**src/rtl/riscv_pkg.sv**
```systemverilog
// Shared RV32M encodings and M-unit FSM states for the execute stage.
package riscv_pkg;

   typedef enum logic [2:0] {
      MD_MUL    = 3'b000,
      MD_MULH   = 3'b001,
      MD_MULHSU = 3'b010,
      MD_MULHU  = 3'b011,
      MD_DIV    = 3'b100,
      MD_DIVU   = 3'b101,
      MD_REM    = 3'b110,
      MD_REMU   = 3'b111
   } md_op_e;

   typedef enum logic [1:0] {
      MD_IDLE = 2'd0,
      MD_BUSY = 2'd1,
      MD_DONE = 2'd2
   } md_state_e;

   localparam int MD_ITERS = 32;

   // MUL low bits are sign-agnostic, so it shares the signed path with MULH.
   function automatic logic md_a_signed(input logic [2:0] f3);
      return f3 inside {MD_MUL, MD_MULH, MD_MULHSU, MD_DIV, MD_REM};
   endfunction

   function automatic logic md_b_signed(input logic [2:0] f3);
      return f3 inside {MD_MUL, MD_MULH, MD_DIV, MD_REM};
   endfunction

endpackage

```
**src/rtl/md_iter_core.sv**
```systemverilog
// Iterative unsigned core: 32-step shift-add multiply or restoring divide on a 64-bit accumulator.
module md_iter_core
   import riscv_pkg::*;
#(
   parameter int D_WIDTH = 32
) (
   input  logic                   clk,
   input  logic                   rst,
   input  logic                   start_i,
   input  logic                   abort_i,
   input  logic                   is_div_i,
   input  logic [D_WIDTH-1:0]     op_a_i,
   input  logic [D_WIDTH-1:0]     op_b_i,
   output logic                   done_o,
   output logic [2*D_WIDTH-1:0]   acc_o
);

   localparam int CNT_W = $clog2(MD_ITERS);
   localparam logic [CNT_W-1:0] CNT_LAST = CNT_W'(MD_ITERS - 1);

   logic                 run_q, run_d;
   logic                 div_q, div_d;
   logic [CNT_W-1:0]     cnt_q, cnt_d;
   logic [D_WIDTH-1:0]   opnd_q, opnd_d;
   logic [2*D_WIDTH-1:0] acc_q, acc_d;
   logic [D_WIDTH:0]     sum;
   logic [D_WIDTH:0]     rem_sh;
   logic [D_WIDTH:0]     diff;

   // Accumulator starts as {0, A}; B is the multiplicand or the divisor.
   always_comb begin
      run_d  = run_q;
      div_d  = div_q;
      cnt_d  = cnt_q;
      opnd_d = opnd_q;
      acc_d  = acc_q;
      sum    = {1'b0, acc_q[2*D_WIDTH-1:D_WIDTH]} + (acc_q[0] ? {1'b0, opnd_q} : {(D_WIDTH+1){1'b0}});
      rem_sh = acc_q[2*D_WIDTH-1:D_WIDTH-1];
      diff   = rem_sh - {1'b0, opnd_q};
      if (abort_i) begin
         run_d = 1'b0;
      end else if (start_i) begin
         run_d  = 1'b1;
         div_d  = is_div_i;
         cnt_d  = '0;
         opnd_d = op_b_i;
         acc_d  = {{D_WIDTH{1'b0}}, op_a_i};
      end else if (run_q) begin
         if (div_q) begin
            acc_d = diff[D_WIDTH] ? {rem_sh[D_WIDTH-1:0], acc_q[D_WIDTH-2:0], 1'b0}
                                  : {diff[D_WIDTH-1:0], acc_q[D_WIDTH-2:0], 1'b1};
         end else begin
            acc_d = {sum, acc_q[D_WIDTH-1:1]};
         end
         cnt_d = cnt_q + CNT_W'(1);
         if (cnt_q == CNT_LAST) begin
            run_d = 1'b0;
         end
      end
   end

   always_ff @(posedge clk) begin
      if (rst) begin
         run_q  <= 1'b0;
         div_q  <= 1'b0;
         cnt_q  <= '0;
         opnd_q <= '0;
         acc_q  <= '0;
      end else begin
         run_q  <= run_d;
         div_q  <= div_d;
         cnt_q  <= cnt_d;
         opnd_q <= opnd_d;
         acc_q  <= acc_d;
      end
   end

   assign done_o = run_q & (cnt_q == CNT_LAST);
   assign acc_o  = acc_q;

endmodule

```
**src/rtl/execute_muldiv_stage.sv**
```systemverilog
// E-stage back end: E->M register plus multi-cycle RV32M unit with front-end stall.
// Optional MULDIV_FAST_MUL_EN: single-cycle multiplies; divides stay iterative.
module execute_muldiv_stage
   import riscv_pkg::*;
#(
   parameter int D_WIDTH = 32,
   parameter int A_WIDTH = 5
) (
   input  logic               clk,
   input  logic               rst,
   input  logic               FlushE_i,
   input  logic               RegWriteE_i,
   input  logic               MemWriteE_i,
   input  logic               a_typeE_i,
   input  logic               MdE_i,
   input  logic [1:0]         ResultSrcE_i,
   input  logic [2:0]         funct3E_i,
   input  logic [A_WIDTH-1:0] RdE_i,
   input  logic [D_WIDTH-1:0] SrcAE_i,
   input  logic [D_WIDTH-1:0] SrcBE_i,
   input  logic [D_WIDTH-1:0] ALUResultE_i,
   input  logic [D_WIDTH-1:0] WriteDataE_i,
   input  logic [D_WIDTH-1:0] PCPlus4E_i,
   output logic               StallE_o,
   output logic               BusyE_o,
   output logic               RegWriteM,
   output logic               MemWriteM,
   output logic               a_typeM,
   output logic [1:0]         ResultSrcM,
   output logic [A_WIDTH-1:0] RdM,
   output logic [D_WIDTH-1:0] ALUResultM,
   output logic [D_WIDTH-1:0] WriteDataM,
   output logic [D_WIDTH-1:0] PCPlus4M
);

   localparam logic [1:0] ST_IDLE = MD_IDLE;
   localparam logic [1:0] ST_BUSY = MD_BUSY;
   localparam logic [1:0] ST_DONE = MD_DONE;
   localparam logic [D_WIDTH-1:0] INT_MIN = {1'b1, {(D_WIDTH-1){1'b0}}};

   logic [1:0]           state_q, state_d;
   logic [2:0]           op_q, op_d;
   logic                 a_neg_q, a_neg_d, b_neg_q, b_neg_d;
   logic                 a_neg, b_neg, is_div, div_by_zero, div_ovf, special;
   logic                 fast_hit, issue, core_done, bubble;
   logic [D_WIDTH-1:0]   a_abs, b_abs, special_res, fast_res, md_res, quot, rem;
   logic [2*D_WIDTH-1:0] acc, prod;

   logic                 reg_write_m_q, reg_write_m_d, mem_write_m_q, mem_write_m_d;
   logic                 a_type_m_q, a_type_m_d;
   logic [1:0]           result_src_m_q, result_src_m_d;
   logic [A_WIDTH-1:0]   rd_m_q, rd_m_d;
   logic [D_WIDTH-1:0]   alu_result_m_q, alu_result_m_d, write_data_m_q, write_data_m_d;
   logic [D_WIDTH-1:0]   pc_plus4_m_q, pc_plus4_m_d;

   always_comb begin
      a_neg       = md_a_signed(funct3E_i) & SrcAE_i[D_WIDTH-1];
      b_neg       = md_b_signed(funct3E_i) & SrcBE_i[D_WIDTH-1];
      a_abs       = a_neg ? -SrcAE_i : SrcAE_i;
      b_abs       = b_neg ? -SrcBE_i : SrcBE_i;
      is_div      = funct3E_i[2];
      div_by_zero = (SrcBE_i == '0);
      div_ovf     = ~funct3E_i[0] & (SrcAE_i == INT_MIN) & (SrcBE_i == '1);
      special     = MdE_i & is_div & (div_by_zero | div_ovf);
      if (funct3E_i[1]) begin
         special_res = div_by_zero ? SrcAE_i : '0;
      end else begin
         special_res = div_by_zero ? '1 : INT_MIN;
      end
   end

`ifdef MULDIV_FAST_MUL_EN
   logic [2*D_WIDTH-1:0] fast_a, fast_b, fast_prod;

   // Sign-extended operands give a product whose low 64 bits are exact for every MUL variant.
   always_comb begin
      fast_a    = {{D_WIDTH{a_neg}}, SrcAE_i};
      fast_b    = {{D_WIDTH{b_neg}}, SrcBE_i};
      fast_prod = fast_a * fast_b;
      fast_hit  = MdE_i & ~is_div;
      fast_res  = (funct3E_i == MD_MUL) ? fast_prod[D_WIDTH-1:0] : fast_prod[2*D_WIDTH-1:D_WIDTH];
   end
`else
   assign fast_hit = 1'b0;
   assign fast_res = '0;
`endif

   assign issue    = ~rst & (state_q == ST_IDLE) & MdE_i & ~FlushE_i & ~special & ~fast_hit;
   assign StallE_o = ~rst & (issue | ((state_q == ST_BUSY) & ~FlushE_i));
   assign BusyE_o  = (state_q != ST_IDLE);
   assign bubble   = StallE_o | FlushE_i;

   md_iter_core #(
      .D_WIDTH (D_WIDTH)
   ) u_core (
      .clk      (clk),
      .rst      (rst),
      .start_i  (issue),
      .abort_i  (FlushE_i),
      .is_div_i (is_div),
      .op_a_i   (a_abs),
      .op_b_i   (b_abs),
      .done_o   (core_done),
      .acc_o    (acc)
   );

   always_comb begin
      state_d = state_q;
      op_d    = op_q;
      a_neg_d = a_neg_q;
      b_neg_d = b_neg_q;
      case (state_q)
         ST_IDLE: begin
            if (issue) begin
               state_d = ST_BUSY;
               op_d    = funct3E_i;
               a_neg_d = a_neg;
               b_neg_d = b_neg;
            end
         end
         ST_BUSY: begin
            if (FlushE_i) begin
               state_d = ST_IDLE;
            end else if (core_done) begin
               state_d = ST_DONE;
            end
         end
         default: state_d = ST_IDLE;
      endcase
   end

   // The core works on magnitudes; quotient/product take the XOR of signs, remainder the dividend's.
   always_comb begin
      prod = (a_neg_q ^ b_neg_q) ? -acc : acc;
      quot = (a_neg_q ^ b_neg_q) ? -acc[D_WIDTH-1:0] : acc[D_WIDTH-1:0];
      rem  = a_neg_q ? -acc[2*D_WIDTH-1:D_WIDTH] : acc[2*D_WIDTH-1:D_WIDTH];
      if (op_q[2]) begin
         md_res = op_q[1] ? rem : quot;
      end else begin
         md_res = (op_q == MD_MUL) ? prod[D_WIDTH-1:0] : prod[2*D_WIDTH-1:D_WIDTH];
      end
   end

   always_comb begin
      reg_write_m_d  = reg_write_m_q;
      mem_write_m_d  = mem_write_m_q;
      a_type_m_d     = a_type_m_q;
      result_src_m_d = result_src_m_q;
      rd_m_d         = rd_m_q;
      alu_result_m_d = alu_result_m_q;
      write_data_m_d = write_data_m_q;
      pc_plus4_m_d   = pc_plus4_m_q;
      if (bubble) begin
         reg_write_m_d = 1'b0;
         mem_write_m_d = 1'b0;
      end else begin
         reg_write_m_d  = RegWriteE_i;
         mem_write_m_d  = MemWriteE_i;
         a_type_m_d     = a_typeE_i;
         result_src_m_d = ResultSrcE_i;
         rd_m_d         = RdE_i;
         write_data_m_d = WriteDataE_i;
         pc_plus4_m_d   = PCPlus4E_i;
         if (state_q == ST_DONE) begin
            alu_result_m_d = md_res;
         end else if (special) begin
            alu_result_m_d = special_res;
         end else if (fast_hit) begin
            alu_result_m_d = fast_res;
         end else begin
            alu_result_m_d = ALUResultE_i;
         end
      end
   end

   always_ff @(posedge clk) begin
      if (rst) begin
         state_q        <= ST_IDLE;
         op_q           <= '0;
         a_neg_q        <= 1'b0;
         b_neg_q        <= 1'b0;
         reg_write_m_q  <= 1'b0;
         mem_write_m_q  <= 1'b0;
         a_type_m_q     <= 1'b0;
         result_src_m_q <= '0;
         rd_m_q         <= '0;
         alu_result_m_q <= '0;
         write_data_m_q <= '0;
         pc_plus4_m_q   <= '0;
      end else begin
         state_q        <= state_d;
         op_q           <= op_d;
         a_neg_q        <= a_neg_d;
         b_neg_q        <= b_neg_d;
         reg_write_m_q  <= reg_write_m_d;
         mem_write_m_q  <= mem_write_m_d;
         a_type_m_q     <= a_type_m_d;
         result_src_m_q <= result_src_m_d;
         rd_m_q         <= rd_m_d;
         alu_result_m_q <= alu_result_m_d;
         write_data_m_q <= write_data_m_d;
         pc_plus4_m_q   <= pc_plus4_m_d;
      end
   end

   assign RegWriteM  = reg_write_m_q;
   assign MemWriteM  = mem_write_m_q;
   assign a_typeM    = a_type_m_q;
   assign ResultSrcM = result_src_m_q;
   assign RdM        = rd_m_q;
   assign ALUResultM = alu_result_m_q;
   assign WriteDataM = write_data_m_q;
   assign PCPlus4M   = pc_plus4_m_q;

endmodule

```
**config.mk**
```make
export PLATFORM = sky130hd
export DESIGN_NAME = execute_muldiv_stage
export DESIGN_NICKNAME = d
export VERILOG_FILES = /design/src/rtl/riscv_pkg.sv /design/src/rtl/md_iter_core.sv /design/src/rtl/execute_muldiv_stage.sv
export SDC_FILE = /design/constraint.sdc
export NUM_CORES = 1
export LEC_CHECK = 0
export ABC_AREA = 1
export CAP_MARGIN = 30
export CORE_MARGIN = 10
export CORE_UTILIZATION = 62
export CTS_BUF_LIST = sky130_fd_sc_hd__clkbuf_4 sky130_fd_sc_hd__clkbuf_8
export DETAILED_ROUTE_END_ITERATION = 7
export PLACE_DENSITY = 0.94
export SETUP_SLACK_MARGIN = 0.05
export SYNTH_ARGS = -nofsm -noshare
export SYNTH_HDL_FRONTEND = slang
export SYNTH_SLANG_ARGS = --single-unit
```
**constraint.sdc**
```tcl
create_clock -name clk -period 7.96 [get_ports clk]
set_input_delay 1.99 -clock clk [delete_from_list [all_inputs] [get_ports clk]]
set_output_delay 1.99 -clock clk [all_outputs]
set_load 0.02 [all_outputs]
```
# Word-level counts from Yosys, hierarchy flattened
# Cells that the tools add are included.
# word_totals
ff_bits,216
elab_cells,98
# op_classes
addsub,8
eq_ne,11
mux,27
bitwise_logic,21
reduce_logical,14
# op_table
cell,n
$mux W32,12
$mux W64,5
$neg A32 Y32,4
$eq A32 B32 Y1 const B,2
$neg A64 Y64,1
$add A32 B33 Y33,1
$sub A33 B32 Y33,1
$logic_not A32 Y1,1
$mux W31,1
$and A1 B1 Y1,13
$mux W5,2
$reduce_and A2 Y1,4
$eq A3 B3 Y1 const B,2
$logic_not A3 Y1,2
$mux W2,3
$add A5 B1 Y5 const B,1
$eq A5 B5 Y1 const B,1
$reduce_bool A5 Y1,1
$not A1 Y1,4
$pmux W2 S2,1
$reduce_bool A2 Y1,2
$reduce_bool A4 Y1,1
$reduce_or A2 Y1,2
$eq A3 B1 Y1 const B,1
9 further kinds,13

# Depth between registers and ports, before layout
# Gate-level depths: netlist (run 1).
# logic_depth
depth_word,11
mapped_depth,21
depth_no_buf,19

# Modules after synthesis
# A second synthesis (run 1) with hierarchy kept.
# unflattened
cells_unflattened,3645
hier_area_um2,20141.8
# by_module_without_submodules
module,instances,cells_each,area_per_inst_um2,seq_area_each_um2
execute_muldiv_stage,1,1950,10465.0,2262.2
md_iter_core,1,1695,9676.8,2062.0

# Worst setup path before layout (run 1)
# Ideal clock, no wire load.
# synth_path
kind,in2out
start,input SrcBE_i[0]
end,output StallE_o
arrival_ps,3147
path_slack_ps,2823
path_stages,13
path_cell_list,inv_1 > ha_1 > nand3_1 > nor2_1 > nand2_1 > nor2_1 > inv_2 > nand2_2 > nand2_2 > nand2_2 > nand2_1 > nand2_2 > inv_1
# synth_via
elab_chain_cells,8
word_cells_on_any_way,9
cone_classes,eq/ne: 1; bitwise: 7; reduce/logical: 1
# synth_lines
item,line,rtl
start: declaration,execute_muldiv_stage.sv:20,"input logic [D_WIDTH-1:0] SrcBE_i,"
$eq A32 B32 Y1,execute_muldiv_stage.sv:63,div_ovf = ~funct3E_i[0] & (SrcAE_i == INT_MIN) & (SrcBE_i == '1);
$and A1 B1 Y1,execute_muldiv_stage.sv:63,
$or A1 B1 Y1 *,execute_muldiv_stage.sv:64,special = MdE_i & is_div & (div_by_zero | div_ovf);
$and A1 B1 Y1 *,execute_muldiv_stage.sv:64,
$not A1 Y1 *,execute_muldiv_stage.sv:88,assign issue = ~rst & (state_q == ST_IDLE) & MdE_i & ~FlushE_i & ~special & ~fast_hit;
$and A1 B1 Y1 *,execute_muldiv_stage.sv:88,
$or A1 B1 Y1 *,execute_muldiv_stage.sv:89,assign StallE_o = ~rst & (issue | ((state_q == ST_BUSY) & ~FlushE_i));
$and A1 B1 Y1 *,execute_muldiv_stage.sv:89,
end: declaration,execute_muldiv_stage.sv:24,"output logic StallE_o,"
# Mark *: on every way between the ends. The rest lies on a longest branch, timed or not.

# Worst setup path in the final report (run 1)
# layout_path
start,input SrcAE_i[0]
end,output StallE_o
# layout_via
elab_chain_cells,9
# layout_lines
item,line,rtl
start: declaration,execute_muldiv_stage.sv:19,"input logic [D_WIDTH-1:0] SrcAE_i,"
$eq A32 B32 Y1,execute_muldiv_stage.sv:63,
$and A1 B1 Y1 (2 in series),execute_muldiv_stage.sv:63,
$or A1 B1 Y1,execute_muldiv_stage.sv:64,
$and A1 B1 Y1,execute_muldiv_stage.sv:64,
$not A1 Y1,execute_muldiv_stage.sv:88,
$and A1 B1 Y1,execute_muldiv_stage.sv:88,
$or A1 B1 Y1,execute_muldiv_stage.sv:89,
$and A1 B1 Y1,execute_muldiv_stage.sv:89,
# Every way passes these cells.

==> impl_metrics.ini, run 1 <==
[status]
outcome = finished clean

[logic_synthesis]
avgSynthCellArea_um2 = 5.62
synth.distinct_cells = 46
synth_top_area_cell = dfxtp_1
yosys-top-cells-area = dfxtp_1 (22%), nand2_1 (21%), inv_1 (8.5%)
netlist_area_um2 = 19700
ys_async_sr_fraction_pct = 0
synth_cells = 3501
synth_nets = 3751
synth_top_cell_area_share_pct = 22.0
synth_warnings = 0
ys_seq_elements = 216
synthFlopType = dfxtp_1
ys_seq_area_share_pct = 22.0
synth_edf_count = 0

[power_and_ir_drop]
power_mw = 3.51
leakagePower_nw = 11.5
powerDensity_nw_per_um2 = 151
ir_drop_mv = 0.171
intPower_mw = 2.20
switching_power_mw = 1.31
p_comb_share_pct = 31.8
switching_share_pct = 37.4
clkPwrFrac_pct = 33.7
p_seq_share_pct = 34.5

[sta]
final.setup.tns_ns = 0
worst_pin_slew_ns = 1.05
max_freq_ghz = 0.145
setup_ws_ns = 1.06
rsz0062_at_grt = false
hold_violations = 0
fin_worst_skew_ns = 0.0403
maxSlewHeadroom_pct = 30.2
setup_viol = 0
period_needed_ns = 6.90
drv_slew = 0
period_share_pct = 86.7
hold_ws_ns = 0.469

[clock_tree]
cts_buffers = 40
numClockSinks = 216
cts_setup_buffers = 0
post_cts_resized = 0
clock_latency_ns = 0.58
cts.htree.levels = 2
ctsLongestPathBuffers = 3
root_buffer = clkbuf_8
ctsHoldBuffers = 0
cts_tree = yes
clkTransAtPathRegs_ns = 0.06

[layout]
layout_common_cells = nand2_1 (1083), inv_1 (445), nor2_1 (357)
area_growth_pct = 18.6
num-nets-final = 3944
fin_util_pct = 74.3
final_common_cell = nand2_1
fillers = 2656
drive_above_1_share_pct = 3.33

[die]
row_count = 65
initial_core_util_pct = 62.7
num_io_pins = 285
die_y_um = 198
die_area_um2 = 39300
die-width_um = 198
core_um2 = 31400

[route]
ant_nets = 0
drc_errors = 0
dr.pass1.iters = 7
vias = 24700
first_iter_violations = 3507
viasPerCell = 5.99
routed_wl_um = 84300
wl_per_cell_um = 20.4

[critical_path]
crit_type = in2out
start_kind = input pin
arrival_ns = 4.91
cp.required_ns = 5.97
worstSetupEndpointType = output pin
crit_path_max_fanout = 33

[global_route]
grt_max_degree = 103
grt_pass1_vias = 22700
grt_overflow = 0
track_usage_pct = 41.3
grt_pass1_wl_um = 129000
grt_antenna_before_repair = 6

[job]
drv_cap = 0

[hold_path]
hp-class = reg2reg

[place]
place.port_buffers = 284
place.gp.congestion = 1.11
hpwl_um = 63600
dpl_worst_slack_ns = 1.09
==> final timing paths <==
kind                         start               end  slack, ns  depth (start not counted)
setup / recovery        SrcAE_i[0]          StallE_o       1.06                         15
hold / removal      ALUResultM[17]    ALUResultM[17]       0.47                          2
setup reg to reg  u_core.acc_o[32]  u_core.acc_o[61]       4.09                         17
hold reg to reg     ALUResultM[17]    ALUResultM[17]       0.47                          2
==> critical path, stage by stage <==
cell and delay [ns]:
clkdlybuf4s50_1 0.48, inv_1 0.11, ha_1 0.18, nand2_1 0.07
nor2_1 0.22, nand2_1 0.08, nor2_1 0.21, nand3_1 0.12
nand2_2 0.09, nand2_2 0.35, nand2_2 0.18, nand2_1 0.09
nand2_2 0.10, inv_1 0.05, clkdlybuf4s50_1 0.57
==> Yosys cell counts, drive strengths merged, types with 2 or more instances <==
cell type and instances:
a21boi 2, a21o 5, a21oi 224, a31oi 45, and2 5, buf 57, clkbuf 98, clkinv 5
dfxtp 216, fa 2, ha 71, inv 450, nand2 1091, nand3 308, nand3b 13, nand4 18
nor2 359, nor3 41, nor4 5, o211ai 38, o21a 10, o21ai 316, o21bai 5, o221ai 2
or2 9, xnor2 21, xor2 81
==> sequential cells by signal, indices dropped and copies added, names as in the netlist <==
register,count
u_core.acc_o,64
ALUResultM,32
PCPlus4M,32
WriteDataM,32
u_core.opnd_q,32
RdM,5
u_core.cnt_q,5
op_q,3
ResultSrcM,2
state_q,2
MemWriteM,1
RegWriteM,1
a_neg_q,1
a_typeM,1
b_neg_q,1
u_core.div_q,1
u_core.run_q,1
==> per-layer routing <==
layer | part of all wire, % | vias up | GRT usage (%)
met5 | 0.028 | - | 0
met4 | 5.6 | 4 | 20.2
met3 | 14 | 307 | 12.2
met2 | 43 | 1725 | 62.6
met1 | 37 | 11100 | 52.4
li1 | - | 11600 | -
==> power by group through the flow <==
stage	logic [mW]	registers, mW	clock network [mW]
floorplan	0.610	1.27	0
global placement	1.05	1.22	0
detailed placement	1.07	1.23	0
CTS	1.08	1.21	1.16
global route	1.21	1.22	1.21
finish	1.12	1.21	1.18
==> layout make-up <==
type                            instances  area, um^2  share of cell area, %
Clock inverter                         11        88.8                  0.381
Antenna cell                            3        7.51                 0.0322
Sequential cell                       216        4330                   18.5
Timing Repair Buffer                  306        3020                   13.0
Multi-Input combinational cell       2675       12900                   55.3
Clock buffer                           60         757                   3.25
Inverter                              455        1710                   7.34
Tap cell                              402         503                   2.16
==> kinds of logic (layout without fill, tap and decap cells) <==
family,after synthesis,after routing,share of synthesized area [%]
other,0,3,0
xor gates and xnor gates,102,102,4.64
buffers and inverters,610,832,12.5
and+or+nand+nor,1849,1849,38.5
AOI/OAI and AO/OA,651,651,17.7
adders and majority gates,73,73,4.72
DFF,216,216,22.0
==> per-stage QoR <==
| step | area (um^2) | instances |
|---|---|---|
| after CTS | 23300 | 4125 |
| after detailed placement | 22500 | 4054 |
| after global placement | 22400 | 4053 |
| after floorplan | 19700 | 3501 |
| after global routing | 23300 | 4128 |
| final | 23300 | 4128 |
(Power assumes the default switching activity.)
==> run 2, diff against run 1 <==
--- a/config.mk
+++ b/config.mk
@@ -8,10 +8,10 @@
 export ABC_AREA = 1
 export CAP_MARGIN = 30
 export CORE_MARGIN = 10
-export CORE_UTILIZATION = 62
+export CORE_UTILIZATION = 30
 export CTS_BUF_LIST = sky130_fd_sc_hd__clkbuf_4 sky130_fd_sc_hd__clkbuf_8
 export DETAILED_ROUTE_END_ITERATION = 7
-export PLACE_DENSITY = 0.94
+export PLACE_DENSITY = 0.54
 export SETUP_SLACK_MARGIN = 0.05
 export SYNTH_ARGS = -nofsm -noshare
 export SYNTH_HDL_FRONTEND = slang
==> run 2 against run 1 <==
  * Flip-flop and latch count stayed put
  * Highest routed layer unchanged
  * Largest cell class unchanged
  * Critical path depth is 1 higher
  * Sequential share of layout area down 0.49 points
==> impl_metrics.ini, run 2 (synthesized netlist as in run 1, its figures left out) <==
[place]
place.gp.congestion = 0.965
place.port_buffers = 284
hpwl_um = 71400
dpl_worst_slack_ns = 1.10
post_dp_cell_area_um2 = 23000

[sta]
maxSlewHeadroom_pct = 29.3
hold_violations = 0
period_share_pct = 87.1
rsz0062_at_grt = false
setup_ws_ns = 1.03
final.setup.tns_ns = 0
max_freq_ghz = 0.144
drv_slew = 0
fin_worst_skew_ns = 0.0351
setup_viol = 0
worst_pin_slew_ns = 1.06
period_needed_ns = 6.93

[clock_tree]
clkTransAtPathRegs_ns = 0.05
post_cts_resized = 0
cts.htree.levels = 2
cts_setup_buffers = 0
numClockSinks = 216
ctsLongestPathBuffers = 3
cts_buffers = 44
root_buffer = clkbuf_8
ctsHoldBuffers = 0
clock_latency_ns = 0.63
cts_tree = yes

[layout]
num-nets-final = 3950
final_common_cell = nand2_1
design_area_um2 = 24000
layout_common_cells = nand2_1 (1083), inv_1 (444), nor2_1 (357)
area_growth_pct = 21.8
largest_reg_flops = 64
fin_util_pct = 37.0
drive_above_1_share_pct = 3.46

[die]
initial_core_util_pct = 30.4
die_area_um2 = 76200
die-width_um = 276
die_y_um = 276
num_io_pins = 285
core_um2 = 64700
row_count = 93

[global_route]
grt_antenna_before_repair = 11
track_usage_pct = 22.6
grt_util_met2_pct = 36.6
grt_pass1_vias = 21400
grt_pass1_wl_um = 135000
grt_busiest_layer = met2
use_met3_pct = 3.98
use_met1_pct = 28.9
grt_overflow = 0
grt_max_degree = 88

[route]
first_iter_violations = 2355
vias = 23300
ant_nets = 0
viasPerCell = 5.08
dr.pass1.iters = 6
drc_errors = 0
wl_per_cell_um = 19.8
routed_wl_um = 91000

[power_and_ir_drop]
leakagePower_nw = 11.5
ir_drop_mv = 0.116
powerDensity_nw_per_um2 = 148

[critical_path]
crit_path_max_fanout = 33
crit_type = in2out
path_delay_family = buffers and inverters
cp_slowest_cell = clkdlybuf4s50_1
arrival_ns = 4.94
worstSetupEndpointType = output pin
crit_path_max_incr_delay_ns = 0.62
path_cells = clkdlybuf4s50_1 > inv_1 > nor2_1 > nand2_1 > nor2_1 > nand2_1 > nor2_1 > nand3_1 > nand2_2 > nand2_2 > buf_4 > nand2_2 > nand2_1 > nand2_2 > inv_1 > clkdlybuf4s50_1
cp.required_ns = 5.97
cpMostUsedCell = nand2_2
start_kind = input pin
path_buf_inv = 5

[hold_path]
hp-class = reg2reg

[status]
outcome = finished clean

[job]
drv_cap = 0
## run 2: cell count changes in the layout (fill, tap and decap cells not counted), moves of 2 or more
cell	before	now
buf_4	21	24
diode_2	3	9
clkinvlp_4	2	0
clkbuf_8	49	52
## run 2: tightest hold or removal path: cells and delay by family, from the launching register on
family,cells,cell delay [ns]
and+or+nand+nor,2,0.12
DFF,1,0.30
## run 2: worst paths after layout
kind,from,end,slack (ns),cells after the start
worst max-delay path,SrcAE_i[31],StallE_o,1.03,16
worst min-delay path,ALUResultM[26],ALUResultM[26],0.47,2
worst max register to register,u_core.acc_o[31],u_core.acc_o[51],4.28,17
worst min register to register,ALUResultM[26],ALUResultM[26],0.47,2
## run 2: area by class of cell
type / count / area (um^2)
Fill cell: 7324 / 40700
Multi-Input combinational cell: 2675 / 12900
Sequential cell: 216 / 4330
Timing Repair Buffer: 308 / 3020
Inverter: 455 / 1710
Tap cell: 855 / 1070
Clock buffer: 64 / 806
Clock inverter: 10 / 96.3
Antenna cell: 9 / 22.5
## run 2: per-layer routing
| layer | wire length (um) | vias up |
|---|---|---|
| met5 | 9 | - |
| met4 | 3780 | 2 |
| met3 | 6570 | 144 |
| met2 | 41900 | 889 |
| met1 | 38800 | 10700 |
| li1 | - | 11600 |
## run 2: power by group
group / internal, mW / switching (mW) / total, mW
Combinational: 0.402 / 0.715 / 1.12
Clock: 0.685 / 0.541 / 1.23
Sequential: 1.15 / 0.0589 / 1.21
Total: 2.24 / 1.32 / 3.55
## run 2: per-stage QoR
stage / hold WS (ns) / total power, mW / cells
2_1_floorplan: 0.443 / 1.88 / 3501
3_3_place_gp: 0.460 / 2.33 / 4509
3_5_place_dp: 0.457 / 2.33 / 4509
4_1_cts: 0.467 / 3.57 / 4583
5_1_grt: 0.489 / 3.75 / 4592
6_report: 0.468 / 3.55 / 4592
